[src/rtl/if_id_skid_stage_if.sv]
// Valid/ready stream carrying one fetched instruction with its PC and side-band.
// The master drives the payload and valid, the slave returns ready.
interface if_id_skid_stage_if #(
  parameter int unsigned PC_W    = 32,
  parameter int unsigned INSTR_W = 32,
  parameter int unsigned META_W  = 2
);
  logic               valid;
  logic               ready;
  logic [PC_W-1:0]    pc;
  logic [INSTR_W-1:0] instr;
  logic [META_W-1:0]  meta;

  modport master (output valid, output pc, output instr, output meta, input ready);
  modport slave  (input valid, input pc, input instr, input meta, output ready);
endinterface

[src/rtl/if_id_skid_stage.sv]
// IF->ID pipeline stage: output register plus one skid entry, registered upstream
// ready, NOP bubble on an empty output, synchronous flush and a saturating
// count of entries killed by flush.
module if_id_skid_stage #(
  parameter int unsigned        PC_W       = 32,
  parameter int unsigned        INSTR_W    = 32,
  parameter int unsigned        META_W     = 2,
  parameter logic [INSTR_W-1:0] NOP_INSTR  = INSTR_W'(32'h0000_0013),
  parameter int unsigned        KILL_CNT_W = 8
) (
  input  logic                  clk,
  input  logic                  rst,
  input  logic                  flush,
  input  logic                  pause,
  if_id_skid_stage_if.slave     if_bus,
  if_id_skid_stage_if.master    id_bus,
  output logic [KILL_CNT_W-1:0] kill_cnt
);

  typedef enum logic [1:0] {EMPTY, ONE, TWO} state_t;

  typedef struct packed {
    logic [PC_W-1:0]    pc;
    logic [INSTR_W-1:0] instr;
    logic [META_W-1:0]  meta;
  } entry_t;

  localparam entry_t BUBBLE = '{pc: '0, instr: NOP_INSTR, meta: '0};

  state_t                state, state_n;
  entry_t                out_q, out_n, skd_q, skd_n, in_e;
  logic                  if_ready_q;
  logic                  id_valid, accept, drain;
  logic [1:0]            held;
  logic [KILL_CNT_W:0]   kill_sum;
  logic [KILL_CNT_W-1:0] kill_n;

  // Handshake qualifiers and the incoming entry.
  always_comb begin
    in_e     = '{pc: if_bus.pc, instr: if_bus.instr, meta: if_bus.meta};
    id_valid = (state != EMPTY);
    accept   = if_bus.valid & if_ready_q;
    drain    = id_valid & id_bus.ready & ~pause;
  end

  // Next state and storage updates; flush overrides accept and drain.
  always_comb begin
    state_n = state;
    out_n   = out_q;
    skd_n   = skd_q;
    if (flush) begin
      state_n = EMPTY;
      out_n   = BUBBLE;
      skd_n   = '0;
    end else begin
      unique case (state)
        EMPTY: begin
          if (accept) begin
            state_n = ONE;
            out_n   = in_e;
          end
        end
        ONE: begin
          if (accept && drain) begin
            out_n = in_e;
          end else if (accept) begin
            state_n = TWO;
            skd_n   = in_e;
          end else if (drain) begin
            // Going empty: bubble the payload but leave the last PC visible.
            state_n     = EMPTY;
            out_n.instr = NOP_INSTR;
            out_n.meta  = '0;
          end
        end
        TWO: begin
          if (drain) begin
            state_n = ONE;
            out_n   = skd_q;
          end
        end
        default: state_n = EMPTY;
      endcase
    end
  end

  // Flush-kill counter: add the number of held entries, saturating at all-ones.
  always_comb begin
    unique case (state)
      ONE:     held = 2'd1;
      TWO:     held = 2'd2;
      default: held = 2'd0;
    endcase
    kill_sum = {1'b0, kill_cnt} + (KILL_CNT_W+1)'(held);
    kill_n   = kill_cnt;
    if (flush) begin
      kill_n = kill_sum[KILL_CNT_W] ? '1 : kill_sum[KILL_CNT_W-1:0];
    end
  end

  // State, storage, registered upstream ready and kill counter.
  always_ff @(posedge clk or negedge rst) begin
    if (!rst) begin
      state      <= EMPTY;
      out_q      <= BUBBLE;
      skd_q      <= '0;
      if_ready_q <= 1'b1;
      kill_cnt   <= '0;
    end else begin
      state      <= state_n;
      out_q      <= out_n;
      skd_q      <= skd_n;
      if_ready_q <= (state_n != TWO);
      kill_cnt   <= kill_n;
    end
  end

  assign if_bus.ready = if_ready_q;
  assign id_bus.valid = id_valid;
  assign id_bus.pc    = out_q.pc;
  assign id_bus.instr = out_q.instr;
  assign id_bus.meta  = out_q.meta;

endmodule

[src/flat_wrapper.sv]
// flat-port wrapper written by rule: the top's interface ports become plain ports
module if_id_skid_stage_flat 
#(
  parameter int unsigned        PC_W       = 32,
  parameter int unsigned        INSTR_W    = 32,
  parameter int unsigned        META_W     = 2,
  parameter logic [INSTR_W-1:0] NOP_INSTR  = INSTR_W'(32'h0000_0013),
  parameter int unsigned        KILL_CNT_W = 8
)
  (clk, rst, flush, pause, kill_cnt, if_bus_valid, if_bus_pc, if_bus_instr, if_bus_meta, if_bus_ready, id_bus_valid, id_bus_pc, id_bus_instr, id_bus_meta, id_bus_ready);
  if_id_skid_stage_if #(.PC_W(PC_W), .INSTR_W(INSTR_W), .META_W(META_W)) if_bus_i ();
  if_id_skid_stage_if #(.PC_W(PC_W), .INSTR_W(INSTR_W), .META_W(META_W)) id_bus_i ();
  input  logic clk;
  input  logic rst;
  input  logic flush;
  input  logic pause;
  output logic [KILL_CNT_W-1:0] kill_cnt;
  input wire logic [$bits(if_bus_i.valid)-1:0] if_bus_valid;
  input wire logic [$bits(if_bus_i.pc)-1:0] if_bus_pc;
  input wire logic [$bits(if_bus_i.instr)-1:0] if_bus_instr;
  input wire logic [$bits(if_bus_i.meta)-1:0] if_bus_meta;
  output wire logic [$bits(if_bus_i.ready)-1:0] if_bus_ready;
  output wire logic [$bits(id_bus_i.valid)-1:0] id_bus_valid;
  output wire logic [$bits(id_bus_i.pc)-1:0] id_bus_pc;
  output wire logic [$bits(id_bus_i.instr)-1:0] id_bus_instr;
  output wire logic [$bits(id_bus_i.meta)-1:0] id_bus_meta;
  input wire logic [$bits(id_bus_i.ready)-1:0] id_bus_ready;
  assign if_bus_i.valid = if_bus_valid;
  assign if_bus_i.pc = if_bus_pc;
  assign if_bus_i.instr = if_bus_instr;
  assign if_bus_i.meta = if_bus_meta;
  assign if_bus_ready = if_bus_i.ready;
  assign id_bus_valid = id_bus_i.valid;
  assign id_bus_pc = id_bus_i.pc;
  assign id_bus_instr = id_bus_i.instr;
  assign id_bus_meta = id_bus_i.meta;
  assign id_bus_i.ready = id_bus_ready;
  if_id_skid_stage #(.PC_W(PC_W), .INSTR_W(INSTR_W), .META_W(META_W), .NOP_INSTR(NOP_INSTR), .KILL_CNT_W(KILL_CNT_W)) u_core (.clk(clk), .rst(rst), .flush(flush), .pause(pause), .if_bus(if_bus_i), .id_bus(id_bus_i), .kill_cnt(kill_cnt));
endmodule
[config.mk]
export PLATFORM = sky130hd
export DESIGN_NAME = if_id_skid_stage_flat
export DESIGN_NICKNAME = d
export VERILOG_FILES = /design/src/rtl/if_id_skid_stage_if.sv /design/src/rtl/if_id_skid_stage.sv /design/src/flat_wrapper.sv
export SDC_FILE = /design/constraint.sdc
export NUM_CORES = 1
export LEC_CHECK = 0
export CAP_MARGIN = 20
export CORE_UTILIZATION = 55
export CTS_BUF_LIST = sky130_fd_sc_hd__clkbuf_8
export DETAILED_ROUTE_END_ITERATION = 16
export DONT_BUFFER_PORTS = 1
export GPL_ROUTABILITY_DRIVEN = 1
export PLACE_DENSITY = 0.77
export REMOVE_ABC_BUFFERS = 1
export SLEW_MARGIN = 20
export SYNTH_ARGS = -nofsm -noshare
export SYNTH_HDL_FRONTEND = slang
export SYNTH_SLANG_ARGS = --single-unit
[constraint.sdc]
create_clock -name clk -period 3.4 [get_ports clk]
set_clock_uncertainty 0.2 [all_clocks]
set_input_delay 0.85 -clock clk [delete_from_list [all_inputs] [get_ports clk]]
set_output_delay 0.85 -clock clk [all_outputs]
set_load 0.01 [all_outputs]
==> reports/qor.yml <==
status: "finished, violations left"
violations: "design-rule violations, negative hold slack"
initial_core_util_pct: 56.7
drive_gt1_share_pct: 14.1
synth.cell_area_um2: 6530
area_delta_synth_final_pct: 7.36
vias: 4721
yosysUniqueCellTypes: 47
diodes: 0
std_cell_rows: 39
synth_area_per_cell_um2: 12.1
clkTransAtPathRegs_ps: 80
cts_root_buf: "clkbuf_8"
p_total_mw: 4.43
wl_per_cell_um: 23.0
peakVddDrop_mv: 0.306
fin_crit_sh_pct: 82.3
clockBufferDepth: 2
gp_congestion: 0.874
postSynthCellCount: 541
grt_overflow: 0
maxCapViolCount: 0
grt_pass1_wl_um: 25200
tritoncts: "built"
min_period_ps: 2800
route.detailed.drc: 22
post_cts_resized: 0
firstDrtPassIters: 14
fillers: 916
ant_nets: 0
startpoint_type: "flip-flop"
fp.dieW_um: 111
slowest_delay_ps: 450
fmax_mhz: 357
yosysTopAreaCell: "dfrtp_1"
crit_start: "u_core.state[1]"
crit_chain: "inv_1 > ha_1 > ha_1 > inv_1 > fa_1 > and3b_1 > and4_1 > mux2_2"
hold_ws_ps: -113
ys_warn_count: 0
min_path_type: "input port to asynchronous set/reset pin"
path_class: "flip-flop to flip-flop"
io_buffers: 0
die_y_um: 111
clock_latency_ps: 460
ys_seq_elements: 143
io_pins: 148
place.detailed.hpwl_um: 9290
fin_nets: 597
vias_per_cell: 7.00
h-tree-depth: 4
cts_setup_buffers: 0
cp.required_ps: 3540
tightestPinTransition_ps: 657
endpoint_kind: "flip-flop"
setup_viol: 0
reg2reg_from: "u_core.state[1]"
drt-initial-drc-count: 461
core_um2: 11500
synth_top_area_share_pct: 53.3
power.leakage_nw: 3.04
antenna_found_initial: 0
yosysSeqAreaShare_pct: 54.9
rsz0062_at_grt: "no"
synth_area_leaders: "dfrtp_1, a22o_1, o2bb2ai_1, a221oi_1, a211oi_2"
crit_fanout: 7
tns_ps: 0
relSlewSlack_pct: 56.1
hold_viol_final: 139
cp.arrival_ps: 2940
drv_slew: 0
cts_sinks: 143
slowest_stage: "dfrtp_1"
grt_start_max_net_pins: 144
cts_buffers: 17
grt_use_total_pct: 26.2
p_per_area_nw_per_um2: 632
die-area_um2: 12300
grt_pass1_vias: 4774
wl_um: 15500
==> power breakdown <==
| part | internal (mW) | total, mW | switching, mW |
|---|---|---|---|
| clock network | 0.817 | 1.47 | 0.656 |
| registers | 1.91 | 2.16 | 0.252 |
| logic | 0.315 | 0.796 | 0.481 |
==> cell usage after synthesis, drive strengths merged <==
| library cell | number |
|---|---|
| and2 | 3 |
| nand4 | 1 |
| fa | 1 |
| a211oi | 32 |
| mux2 | 1 |
| and4 | 1 |
| o21ai | 6 |
| xor2 | 1 |
| a221oi | 31 |
| a22oi | 33 |
| and3b | 1 |
| nand2 | 14 |
| mux2i | 2 |
| a32oi | 1 |
| o31ai | 3 |
| nor2 | 6 |
| inv | 9 |
| o22a | 3 |
| or4 | 1 |
| nand2b | 3 |
| buf | 25 |
| dfrtp | 139 |
| or2 | 1 |
| nor3b | 2 |
| a22o | 66 |
| nor2b | 33 |
| clkbuf | 29 |
| ha | 6 |
| maj3 | 1 |
| dfstp | 4 |
| o311ai | 1 |
| o2bb2ai | 32 |
| nor4 | 1 |
| nand3 | 2 |
| nor3 | 4 |
| a21oi | 37 |
| a31oi | 1 |
| or3b | 1 |
| xnor2 | 3 |
==> state kept, by name (all words and copies together) (netlist names) <==
name and cells:
u_core.skd_q 66, u_core.id_bus.meta 2, u_core.state 2, u_core.if_bus.ready 1, u_core.id_bus.instr 32, u_core.kill_cnt 8
u_core.id_bus.pc 32
==> layer usage <==
metal	vias to the layer above	GRT usage, %	wire length (µm)
met4	0	11.4	361
met3	34	8.58	1310
met2	200	40.4	7470
li1	2053	-	-
met1	2434	33.8	6330
met5	-	0	0
==> kinds of logic after synthesis <==
group	count (synthesis)	share of synthesized area (%)
xor+xnor	4	0.537
flops	143	54.9
simple gates	74	6.56
compound gates	246	31.0
mux	3	0.479
fa+ha+maj	8	1.61
buf+inv	63	4.93
==> layout by cell type (no fill, tap or decap), drive strengths merged, types with 2 or more instances in the layout <==
| cell | instances |
|---|---|
| a211oi | 32 |
| a21oi | 37 |
| a221oi | 31 |
| a22o | 66 |
| a22oi | 33 |
| and2 | 3 |
| buf | 12 |
| bufinv | 4 |
| clkbuf | 18 |
| clkinv | 7 |
| clkinvlp | 2 |
| dfrtp | 139 |
| dfstp | 4 |
| ha | 6 |
| inv | 10 |
| mux2i | 2 |
| nand2 | 14 |
| nand2b | 3 |
| nand3 | 2 |
| nor2 | 6 |
| nor2b | 33 |
| nor3 | 4 |
| nor3b | 2 |
| o21ai | 6 |
| o22a | 3 |
| o2bb2ai | 32 |
| o31ai | 3 |
| xnor2 | 3 |
==> layout make-up <==
class                           instances  area [µm²]  area share (%)
Inverter                                9        33.8           0.482
Multi-Input combinational cell        335        2660            37.9
Timing Repair Buffer                   12         115            1.64
Clock buffer                           18         248            3.54
Tap cell                              143         179            2.55
Clock inverter                         14         193            2.75
Sequential cell                       143        3580            51.1
==> stage by stage <==
step	std cells	util [%]	setup WS [ps]	cell area [µm²]
after floorplan	487	-	-1220	6240
final	674	60.9	603	7010
after global routing	674	60.9	475	7010
after CTS	674	60.9	634	7010
after global placement	642	57.0	712	6570
after detailed placement	642	57.0	635	6570
==> path summary, 6_finish.rpt <==
check / endpoint / slack, ps / cells after the start
max in group asynchronous: u_core.id_bus.instr[0] / 2870 / 0
setup reg to reg: u_core.kill_cnt[6] / 600 / 8
min in group clk: u_core.id_bus.pc[15] / 250 / 1
setup / recovery: u_core.kill_cnt[6] / 600 / 8
hold / removal: u_core.id_bus.pc[15] / -110 / 0
hold reg to reg: u_core.skd_q[46] / 310 / 1
==> worst max-delay path, delay by kind of cell, from the launching register on <==
family                     cells  cell delay, ps
and+or+nand+nor                2             530
buffers and inverters          2             170
muxes                          1             340
adders and majority gates      3             990
DFF                            1             450
(Power assumes the default switching activity.)
